File: src/rtl/mcdf_chnl_arbiter.sv
// MCDF channel arbiter: picks one eligible slave channel by priority/round-robin,
// requests a formatter slot and streams one packet. Optional watchdog: MCDF_ARB_WDOG_EN.
module mcdf_chnl_arbiter #(
  parameter int NCH  = 3,
  parameter int DW   = 32,
  parameter int TOUT = 255
) (
  input  logic             clk,
  input  logic             rst,
  input  logic [NCH-1:0]   ch_en,
  input  logic [2*NCH-1:0] ch_prio,
  input  logic [3*NCH-1:0] ch_len,
  input  logic [NCH-1:0]   ch_req,
  input  logic [DW*NCH-1:0] ch_data,
  output logic [NCH-1:0]   ch_ack,
  output logic             fmt_req,
  input  logic             fmt_grant,
  output logic [1:0]       fmt_chid,
  output logic [5:0]       fmt_length,
  output logic             fmt_valid,
  input  logic             fmt_ready,
  output logic [DW-1:0]    fmt_data,
  output logic             fmt_start,
  output logic             fmt_end,
  output logic             arb_busy,
  output logic             arb_err
);

  typedef enum logic [1:0] {S_IDLE, S_REQ, S_SEND} state_t;

  state_t      r_state;
  logic        r_req;
  logic        r_valid;
  logic [1:0]  r_chid;
  logic [1:0]  r_ptr;
  logic [5:0]  r_len;
  logic [5:0]  r_cnt;

  logic [NCH-1:0] w_elig;
  logic           w_any;
  logic [1:0]     w_minp;
  logic [1:0]     w_win;
  logic [5:0]     w_win_len;
  int             w_best_d;
  int             w_d;
  logic [DW-1:0]  w_data;
  logic           w_last;

  function automatic logic [5:0] len_dec(input logic [2:0] code);
    return code[2] ? 6'd32 : (6'd1 << code[1:0]);
  endfunction

  assign w_elig = ch_en & ch_req;
  assign w_any  = |w_elig;

  // Winner: lowest priority value, ties resolved by distance from r_ptr+1.
  always_comb begin
    w_minp = 2'd3;
    for (int i = 0; i < NCH; i++) begin
      if (w_elig[i] && (ch_prio[2*i +: 2] < w_minp)) w_minp = ch_prio[2*i +: 2];
    end
    w_best_d  = NCH;
    w_d       = 0;
    w_win     = '0;
    w_win_len = 6'd1;
    for (int i = 0; i < NCH; i++) begin
      w_d = i - int'(r_ptr) - 1;
      if (w_d < 0) w_d = w_d + NCH;
      if (w_elig[i] && (ch_prio[2*i +: 2] == w_minp) && (w_d < w_best_d)) begin
        w_best_d  = w_d;
        w_win     = 2'(i);
        w_win_len = len_dec(ch_len[3*i +: 3]);
      end
    end
  end

  always_comb begin
    w_data = '0;
    for (int i = 0; i < NCH; i++) begin
      if (r_valid && (r_chid == 2'(i))) w_data = ch_data[DW*i +: DW];
    end
  end

  assign w_last = (r_cnt == r_len - 6'd1);

`ifdef MCDF_ARB_WDOG_EN
  localparam int WW = (TOUT > 1) ? $clog2(TOUT + 1) : 1;
  logic [WW-1:0] r_wdog;
  logic          r_err;
`endif

  always_ff @(posedge clk or posedge rst) begin
    if (rst) begin
      r_state <= S_IDLE;
      r_req   <= 1'b0;
      r_valid <= 1'b0;
      r_chid  <= '0;
      r_ptr   <= 2'(NCH - 1);
      r_len   <= '0;
      r_cnt   <= '0;
`ifdef MCDF_ARB_WDOG_EN
      r_wdog  <= '0;
      r_err   <= 1'b0;
`endif
    end else begin
      case (r_state)
        S_IDLE: begin
          if (w_any) begin
            r_chid  <= w_win;
            r_len   <= w_win_len;
            r_req   <= 1'b1;
            r_state <= S_REQ;
`ifdef MCDF_ARB_WDOG_EN
            r_wdog  <= '0;
`endif
          end
        end
        S_REQ: begin
          if (fmt_grant) begin
            r_req   <= 1'b0;
            r_valid <= 1'b1;
            r_cnt   <= '0;
            r_state <= S_SEND;
`ifdef MCDF_ARB_WDOG_EN
          end else if (r_wdog == WW'(TOUT - 1)) begin
            r_req   <= 1'b0;
            r_err   <= 1'b1;
            r_ptr   <= r_chid;
            r_state <= S_IDLE;
          end else begin
            r_wdog  <= r_wdog + 1'b1;
`endif
          end
        end
        S_SEND: begin
          if (fmt_ready) begin
            if (w_last) begin
              r_valid <= 1'b0;
              r_cnt   <= '0;
              r_ptr   <= r_chid;
              r_state <= S_IDLE;
            end else begin
              r_cnt   <= r_cnt + 6'd1;
            end
          end
        end
        default: r_state <= S_IDLE;
      endcase
    end
  end

  genvar gi;
  generate
    for (gi = 0; gi < NCH; gi++) begin : g_ack
      assign ch_ack[gi] = r_valid & fmt_ready & (r_chid == 2'(gi));
    end
  endgenerate

  assign fmt_req    = r_req;
  assign fmt_chid   = r_chid;
  assign fmt_length = r_len;
  assign fmt_valid  = r_valid;
  assign fmt_data   = w_data;
  assign fmt_start  = r_valid & (r_cnt == 6'd0);
  assign fmt_end    = r_valid & w_last;
  assign arb_busy   = (r_state != S_IDLE);

`ifdef MCDF_ARB_WDOG_EN
  assign arb_err = r_err;
`else
  assign arb_err = 1'b0;
`endif

endmodule
File: config.mk
export PLATFORM = sky130hd
export DESIGN_NAME = mcdf_chnl_arbiter
export DESIGN_NICKNAME = d
export VERILOG_FILES = /design/src/rtl/mcdf_chnl_arbiter.sv
export SDC_FILE = /design/constraint.sdc
export NUM_CORES = 1
export LEC_CHECK = 0
export ABC_AREA = 1
export CORE_AREA = 2 2 116 73
export CTS_BUF_LIST = sky130_fd_sc_hd__clkbuf_8
export DETAILED_ROUTE_END_ITERATION = 10
export DIE_AREA = 0 0 118 75
export PLACE_DENSITY = 0.74
export SYNTH_ARGS = -nofsm -noshare
export SYNTH_HDL_FRONTEND = slang
export SYNTH_SLANG_ARGS = --single-unit
File: constraint.sdc
create_clock -name clk -period 4.55 [get_ports clk]
set_input_delay 0.91 -clock clk [delete_from_list [all_inputs] [get_ports clk]]
set_output_delay 0.91 -clock clk [all_outputs]
set_load 0.05 [all_outputs]
# Yosys cells after proc, flatten, opt, wreduce, memory -nomap -nowiden
# Index checks and enable logic that the tools add are counted.
# Widths: inputs -> output; s select.
word_totals:
  reg_bits: 20
  output_inout_bits: 49
  elab_cells: 109
  input_bits: 121
op_classes:
  eq_ne: 12
  reduce_logical: 25
  muxes: 35
  order_cmp: 9
  shift: 3
  n_addsub: 11
  bitwise_logic: 7
op_table:
  columns: ["cell", "n"]
  rows:
  - ["$mux 32", 8]
  - ["$lt 32x32->1", 2]
  - ["$mux 6", 9]
  - ["$lt 32x3->1 const B", 1]
  - ["$shl 1x2->6 const A", 3]
  - ["$mux 2", 8]
  - ["$add 4x3->5 const B", 3]
  - ["$logic_and 1x1->1", 12]
  - ["$lt 4x1->1 const B", 3]
  - ["$pmux 6 s2", 1]
  - ["$sub 3x2->4 const B", 3]
  - ["$reduce_and 3->1", 3]
  - ["$ne 2x2->1 const B", 4]
  - ["$reduce_and 4->1", 2]
  - ["$add 6x1->6 const B", 1]
  - ["$and 1x1->1", 6]
  - ["$eq 2x2->1", 3]
  - ["$eq 6x6->1", 1]
  - ["$logic_not 6->1", 1]
  - ["$mux 1", 6]
  - ["$pmux 2 s3", 1]
  - ["$reduce_bool 2->1", 3]
  - ["$sub 1x2->3 const A", 2]
  - ["$sub 6x1->6 const B", 1]
  - ["other kinds (10)", 15]

# Depth between registers and ports, before layout
# Gate-level depths: netlist of the first run.
logic_depth:
  depth_word: 19
  ltp_mapped: 38
  depth_no_buf: 37

# Worst setup path after synthesis of the first run
# No wires, ideal clock.
synth_timing:
  kind: "input to register"
  startpoint: "input port ch_en[0]"
  endpoint: "register r_len[2], in the netlist fmt_length[2]"
  n_path_buf: 1
  t_required_ps: 4432
  setup_time_ps: 118
  setup_slack_ps: -626
  cell_stages: 31
  arrival_ps: 5058
  cell_sequence: "nand2_1 > nor2_1 > ha_1 > nand2_2 > nand2_2 > o21ai_0 > inv_1 > ha_1 > nor2_8 > nand3b_1 > nand2_2 > nor2_2 > nor2_2 > nand2_1 > inv_1 > nand2_1 > ha_1 > a2111oi_0 > nand2_1 > nand2_2 > nand2_4 > buf_2 > nand2_1 > o21ai_0 > ha_1 > a2111oi_0 > nand2_2 > nand2_4 > nand3_1 > nand3_1 > nand2_1"
synth_via:
  elab_chain_cells: 19
  elab_cells_between_ends: 27
  cone_classes: "order compare (4); eq/ne (3); mux (8); bitwise (1); reduce/logical (11)"
synth_rtl:
  columns: ["element", "line", "source"]
  rows:
  - ["from (decl)", "10", "input logic [NCH-1:0] ch_en,"]
  - ["$and 3x3->3 (*)", "53", "assign w_elig = ch_en & ch_req;"]
  - ["$logic_and 1x1->1", "60", "if (w_elig[i] && (ch_prio[2*i +: 2] < w_minp)) w_minp = ch_prio[2*i +: 2];"]
  - ["$mux 2", "60", null]
  - ["$lt 2x2->1", "60", null]
  - ["$logic_and 1x1->1", "60", null]
  - ["$mux 2", "60", null]
  - ["$lt 2x2->1", "60", null]
  - ["$logic_and 1x1->1", "60", null]
  - ["[... 2 more ...]", null, null]
  - ["$logic_and 1x1->1 (2 in series)", "69", "if (w_elig[i] && (ch_prio[2*i +: 2] == w_minp) && (w_d < w_best_d)) begin"]
  - ["$mux 32", "69", null]
  - ["$lt 32x32->1", "69", null]
  - ["$logic_and 1x1->1", "69", null]
  - ["$mux 32", "69", null]
  - ["$lt 32x32->1", "69", null]
  - ["$logic_and 1x1->1", "69", null]
  - ["$mux 6", "69", null]
  - ["to (signal assigned)", "110", "r_len <= w_win_len;"]
  - ["to (decl)", "36", "logic [5:0] r_len;"]
# Mark *: on every way between the ends. The rest lies on a longest branch, timed or not.
# A chain may end at the register's enable or synchronous reset.

# Worst setup path after layout of the first run
layout_timing:
  startpoint: "input port ch_req[0]"
  endpoint: "register r_len[5], in the netlist fmt_length[5]"
layout_via:
  elab_chain_cells: 19
  elab_cells_between_ends: 27
  cone_classes: "order compare (4); eq/ne (3); mux (8); bitwise (1); reduce/logical (11)"
layout_rtl:
  columns: ["element", "line", "source"]
  rows:
  - ["from (decl)", "13", "input logic [NCH-1:0] ch_req,"]
  - ["$and 3x3->3 (*)", "53", null]
  - ["$logic_and 1x1->1", "60", null]
  - ["$mux 2", "60", null]
  - ["$lt 2x2->1", "60", null]
  - ["$logic_and 1x1->1", "60", null]
  - ["$mux 2", "60", null]
  - ["$lt 2x2->1", "60", null]
  - ["$logic_and 1x1->1", "60", null]
  - ["[... 2 more ...]", null, null]
  - ["$logic_and 1x1->1 (2 in series)", "69", null]
  - ["$mux 32", "69", null]
  - ["$lt 32x32->1", "69", null]
  - ["$logic_and 1x1->1", "69", null]
  - ["$mux 32", "69", null]
  - ["$lt 32x32->1", "69", null]
  - ["$logic_and 1x1->1", "69", null]
  - ["$mux 6", "69", null]
# Marked as above.

==> results.toml, run 1 <==
[run_status]
status = "finished, violations left"
failed_checks = "negative setup slack"

[pwr]
vdd_drop_max_mv = 0.1670
power_density_mw_per_mm2 = 335.6
p_leak_nw = 2.445

[worst_setup_path]
cpMostUsedCell = "nand2_4"
worst_path_largest_cell_delay_ns = 0.36
crit_required_ns = 4.75
crit_slowest_cell = "ha_1"
rr_worst_depth = 20
crit_fanout = 6
critical_path_arrival_ns = 4.79
end_kind = "flip-flop"
worstSetupStartpointType = "input pin"
critPathKind = "input pin to flip-flop"

[timing]
min_period_ns = 4.592
setup_violations = 7
slew_viol_final = 0
fin_ws_ns = -0.04228
finalHoldViolations = 0
timing.hold.ws_ns = 0.4907
finClkSkew_ns = 0.001356
worst_slew_margin_rel = 0.5014
fmax_ghz = 0.2178
setup_tns_ns = -0.2281
worst_pin_slew_ns = 0.7471
period_share = 1.009
rsz0062_at_grt = "true"

[finish]
fin_nets = 772
fin_util = 0.6609
drive_above_1_share = 0.1955
multiInputGateArea_mm2 = 0.002017
antenna_cells = 0
regArea_um2 = 476.7
area_growth_pct = 91.42
fillCellCount = 674

[placed_design]
hpwlAfterDp_mm = 9.007
post-place-ws_ns = -0.8256
gp_congestion = 0.9086
io_buffers = 167

[drt]
wl_per_cell_um = 14.78
vias = 3545
antenna_left = 0
drt_pre_antenna_iters = 4
drt-initial-drc-count = 145
routed_via_density = 4.810
drc = 0
wl_mm = 10.89

[yosys]
ys_types = 37
yosysSeqAreaShare = 0.1787
synth_area_mm2 = 0.002668
yosys_warnings = 0
synth-seq-cells = 19
netlist_instances = 421
syn-mean-instance-area_um2 = 6.336

[die]
dieWidth_um = 118
coreArea_mm2 = 0.007726
io_pins = 170
die_area_mm2 = 0.008850
initial_utilization = 0.3453
rows = 25
die-height_um = 75

[clocking]
cts_made_buffers = 3
cts.sinks = 19
clock_path_buffers = 2
path_clk_slew_ns = 0.08
htree_levels = 1
clock-root-buffer = "clkbuf_8"
clk_latency_ns = 0.26
cts_tree = "done"

[global_route]
grt_pass1_wl_mm = 16.14
grt_max_degree = 34
grt_pass1_vias = 3469
grt-ovfl-total = 0
antenna_found_initial = 0
grtUsageTotal = 0.2267

[job]
maxCapViolCount = 0

[worst_hold_path]
min_delay_path_depth = 1
hold_path.class = "flip-flop to flip-flop"
[what timing repair did]
item / in CTS / in global routing
gates cloned: 0 / 0
setup buffers: 7 / 7
pin swaps: 34 / 30
gates resized for setup: 43 / 24
hold buffers: 0 / 0
endpoints found under the setup margin: 7 / 7
[critical path: cells and delay by family]
kind / cells / cell delay [ns]
adder cells (fa/ha/maj): 4 / 1.00
buffers and inverters: 4 / 0.39
AND/OR/NAND/NOR: 20 / 1.66
AO/OA/AOI/OAI: 4 / 0.82
[logic make-up after synthesis]
family | share of synthesized area
DFF | 0.1787
adders and majority gates | 0.09850
buffers and inverters | 0.1735
xor gates and xnor gates | 0.03940
and+or+nand+nor | 0.3499
AOI/OAI and AO/OA | 0.1585
other | 0.001406
[synth_stat cells, drive strengths merged]
| cell type | instances | area share |
|---|---|---|
| nand3 | 38 | 0.079 |
| nand2 | 110 | 0.18 |
| a21oi | 1 | 0.0019 |
| a2111oi | 2 | 0.0066 |
| clkbuf | 9 | 0.013 |
| o21ai | 13 | 0.026 |
| a31oi | 2 | 0.0047 |
| ha | 21 | 0.098 |
| nor2 | 23 | 0.043 |
| xnor2 | 5 | 0.016 |
| a41oi | 1 | 0.0033 |
| o31ai | 1 | 0.0028 |
| nand3b | 1 | 0.0028 |
| nand4 | 3 | 0.0070 |
| xor2 | 7 | 0.023 |
| or2 | 2 | 0.0047 |
| nor3 | 10 | 0.023 |
| o22ai | 1 | 0.0023 |
| o21a | 1 | 0.0028 |
| buf | 3 | 0.0075 |
| o221ai | 32 | 0.11 |
| inv | 109 | 0.15 |
| dfrtp | 18 | 0.17 |
| dfstp | 1 | 0.0099 |
| conb | 1 | 0.0014 |
| nor4 | 5 | 0.012 |
| o311ai | 1 | 0.0033 |
[routing by layer]
layer	up-vias	global-route usage	wire length, µm
li1	1776	-	-
met5	-	0	0
met1	1646	0.2906	4701
met3	15	0.05455	583
met4	0	0.04418	121
met2	108	0.3999	5486
[layout make-up]
cell class / instances / area share
clock buffer: 3 / 0.008086
clock inverter: 1 / 0.0009802
inverter: 109 / 0.08062
multi-input combinational: 284 / 0.3950
sequential: 19 / 0.09336
tap: 108 / 0.02646
timing repair buffer: 213 / 0.3955
[per-stage QoR]
stage	instance area [µm²]	power (W)	instances
floorplan	2774	0.001102	424
global placement	4766	0.001516	719
detailed placement	4766	0.001547	719
CTS	4971	0.001688	730
global route	5106	0.001841	737
finish	5106	0.001714	737
[where the power goes]
part / total [W] / switching, W / internal [W]
combinational: 0.00130 / 0.000790 / 0.000512
clock: 0.000121 / 0.0000600 / 0.0000610
sequential: 0.000291 / 0.0000646 / 0.000226
total: 0.00171 / 0.000915 / 0.000799
[flip-flops by register name, summed over array words and instances, names as in the netlist]
register and flops:
r_state 2, r_cnt 6, fmt_chid 2, fmt_length 5, fmt_req 1, fmt_valid 1
r_ptr 2
[final timing paths]
check                                  startpoint                        end  slack, ns
hold reg to reg            r_state[1]$_DFFE_PP0P_     r_state[0]$_DFFE_PP0P_       0.49
setup reg to reg             r_ptr[1]$_DFFE_PP1P_  fmt_length[5]$_DFFE_PP0P_       1.25
min in group asynchronous                     rst        fmt_req$_DFFE_PP0P_       1.08
max in group asynchronous                     rst       r_cnt[0]$_DFFE_PP0P_       3.00
setup / recovery                        ch_req[0]  fmt_length[5]$_DFFE_PP0P_      -0.04
hold / removal             r_state[1]$_DFFE_PP0P_     r_state[0]$_DFFE_PP0P_       0.49
[layout by cell type, fill, tap and decap left out, drive strengths merged]
master	instances
xnor2	5
o221ai	32
ha	21
dfrtp	18
clkbuf	3
o22ai	1
o31ai	1
clkdlybuf4s15	1
clkdlybuf4s50	159
a31oi	2
dfstp	1
nand2	110
a41oi	1
dlygate4sd2	3
nor4	5
inv	109
buf	50
nand3b	1
o311ai	1
nor2	23
o21ai	13
clkinv	1
o21a	1
nand4	3
xor2	7
nand3	38
a2111oi	2
nor3	10
a21oi	1
or2	2
conb	4
(Power assumes the default switching activity.)
==> run 2: changes to the inputs <==
--- a/config.mk
+++ b/config.mk
@@ -7,7 +7,7 @@
 export LEC_CHECK = 0
 export ABC_AREA = 1
 export CORE_AREA = 2 2 116 73
-export CTS_BUF_LIST = sky130_fd_sc_hd__clkbuf_8
+export CTS_BUF_LIST = sky130_fd_sc_hd__clkbuf_2 sky130_fd_sc_hd__clkbuf_4 sky130_fd_sc_hd__clkbuf_8
 export DETAILED_ROUTE_END_ITERATION = 10
 export DIE_AREA = 0 0 118 75
 export PLACE_DENSITY = 0.74
==> results of run 2 <==
Final layout, timing and power as in run 1 (identical DEF).
==> run 3: changes to the inputs <==
==> constraint.sdc (replaced) <==
create_clock -name clk -period 4.7 [get_ports clk]
set_input_delay 0.94 -clock clk [delete_from_list [all_inputs] [get_ports clk]]
set_output_delay 0.94 -clock clk [all_outputs]
set_load 0.05 [all_outputs]
==> results.toml, run 3 (synthesized netlist as in run 1, its figures left out) <==
[finish]
largest_register_ffs = 6
antenna_cells = 0
fillCellCount = 686
regArea_um2 = 476.7
fin_nets = 770
drive_above_1_share = 0.1818
final_cell_mix = "clkdlybuf4s50_1 (159), inv_1 (105), nand2_1 (82)"
top_register = "r_cnt"
area_growth_pct = 88.51
multiInputGateArea_mm2 = 0.001953
final_common_cell = "clkdlybuf4s50_1"

[worst_setup_path]
rr_worst_depth = 21
reg2reg_slack_ns = 1.34
reg2reg_from = "r_ptr[1]$_DFFE_PP1P_"
critPathKind = "input pin to flip-flop"
worstSetupStartpointType = "input pin"
reg2reg_to = "fmt_length[2]$_DFFE_PP0P_"
crit_slowest_cell = "ha_1"
critical_path_arrival_ns = 4.86
cpMostUsedCell = "nand2_4"
crit_required_ns = 4.91
crit_fanout = 6
end_kind = "flip-flop"
worst_path_largest_cell_delay_ns = 0.36

[worst_hold_path]
hold_path.class = "flip-flop to flip-flop"
min_delay_path_depth = 1
holdPathEnd = "r_state[0]$_DFFE_PP0P_"
min_from = "r_state[1]$_DFFE_PP0P_"

[placed_design]
io_buffers = 167
hpwlAfterDp_mm = 8.748
gp_congestion = 0.9117

[global_route]
grt-ovfl-total = 0
grt_pass1_wl_mm = 15.86
antenna_found_initial = 0
grt_max_degree = 34
grt_pass1_vias = 3321
grtUsageTotal = 0.2206

[pwr]
power_density_mw_per_mm2 = 327.9
power_w = 0.001649
vdd_drop_max_mv = 0.1938
p_leak_nw = 2.433

[timing]
rsz0062_at_grt = "true"
finalHoldViolations = 0
slew_viol_final = 0
timing.hold.ws_ns = 0.4912
worst_pin_slew_ns = 0.7427
worst_slew_margin_rel = 0.5043
setup_violations = 0
finClkSkew_ns = 0.002560
period_share = 0.9897
fmax_ghz = 0.2150
min_period_ns = 4.652

[die]
initial_utilization = 0.3453
die-height_um = 75
dieWidth_um = 118
die_area_mm2 = 0.008850
io_pins = 170
rows = 25
coreArea_mm2 = 0.007726

[drt]
drt_pre_antenna_iters = 5
drt-initial-drc-count = 193
vias = 3527
drc = 0
routed_via_density = 4.799
wl_mm = 10.61
wl_per_cell_um = 14.43
antenna_left = 0

[clocking]
clk_latency_ns = 0.26
clock_path_buffers = 2
path_clk_slew_ns = 0.08
clock-root-buffer = "clkbuf_8"
htree_levels = 1
cts.sinks = 19
hold_buffers = 0
cts_made_buffers = 3
cts_tree = "done"

[run_status]
status = "completed"

[job]
maxCapViolCount = 0
## run 3: cell types whose count changed in the layout (fill, tap and decap cells not counted), moves of 2 or more
| cell | change |
|---|---|
| nand3_2 | +3 |
| nand2_1 | +2 |
| nand3_4 | -2 |
| ha_1 | +3 |
| dlygate4sd2_1 | -2 |
| nand2_4 | -2 |
| dlymetal6s2s_1 | +2 |
| clkbuf_2 | +2 |
| buf_4 | -2 |
| ha_4 | -2 |
## run 3: power by group
part           total, W  internal, W  switching (W)
logic           0.00125     0.000490       0.000757
clock network  0.000120    0.0000591      0.0000609
registers      0.000282     0.000219      0.0000633
total           0.00165     0.000768       0.000881
## run 3: area by class of cell
type,count,area share
Clock buffer,3,0.008211
Clock inverter,1,0.0009953
Inverter,109,0.08186
Multi-Input combinational cell,284,0.3884
Sequential cell,19,0.09480
Tap cell,108,0.02687
Timing Repair Buffer,211,0.3989
## run 3: repair_timing
action                                  4_1_cts  5_1_grt
cloned                                        0        0
pin swaps                                    17       34
gates resized for setup                      20       31
buffers inserted                              5        6
endpoints found under the setup margin        7        7
## run 3: layer usage
layer  track usage  vias up  share of wire
met2        0.3734       90           0.50
met3       0.03939       10          0.045
met1        0.3061     1657           0.45
met5             0        -              0
li1              -     1770              -
met4       0.03079        0         0.0071
## run 3: per-stage QoR
stage	instance area, µm²	setup TNS (ns)	instances	util	setup slack (ns)
CTS	4887	0	729	0.6326	0.001297
global route	5029	-1.290	735	0.6509	-0.2033
detailed placement	4773	-4.738	720	0.6178	-0.6900
global placement	4773	-3.490	720	0.6178	-0.5069
finish	5029	0	735	0.6509	0.04827
floorplan	2774	-1.650	424	-	-0.2388
## run 3: worst max path at each step
stage               start                         to  depth (start not counted)
6_report         ch_en[0]  fmt_length[2]$_DFFE_PP0P_                         33
5_1_grt        ch_prio[0]  fmt_length[2]$_DFFE_PP0P_                         34
4_1_cts        ch_prio[1]  fmt_length[5]$_DFFE_PP0P_                         34
3_5_place_dp     ch_en[0]  fmt_length[5]$_DFFE_PP0P_                         34
3_3_place_gp     ch_en[0]  fmt_length[1]$_DFFE_PP0P_                         34
2_1_floorplan    ch_en[0]  fmt_length[2]$_DFFE_PP0P_                         34
## run 3: worst max-delay path, delay by kind of cell
kind,cells,cell delay (ns)
and+or+nand+nor,22,1.83
AOI/OAI and AO/OA,4,0.85
adders and majority gates,4,1.01
buffers and inverters,3,0.24
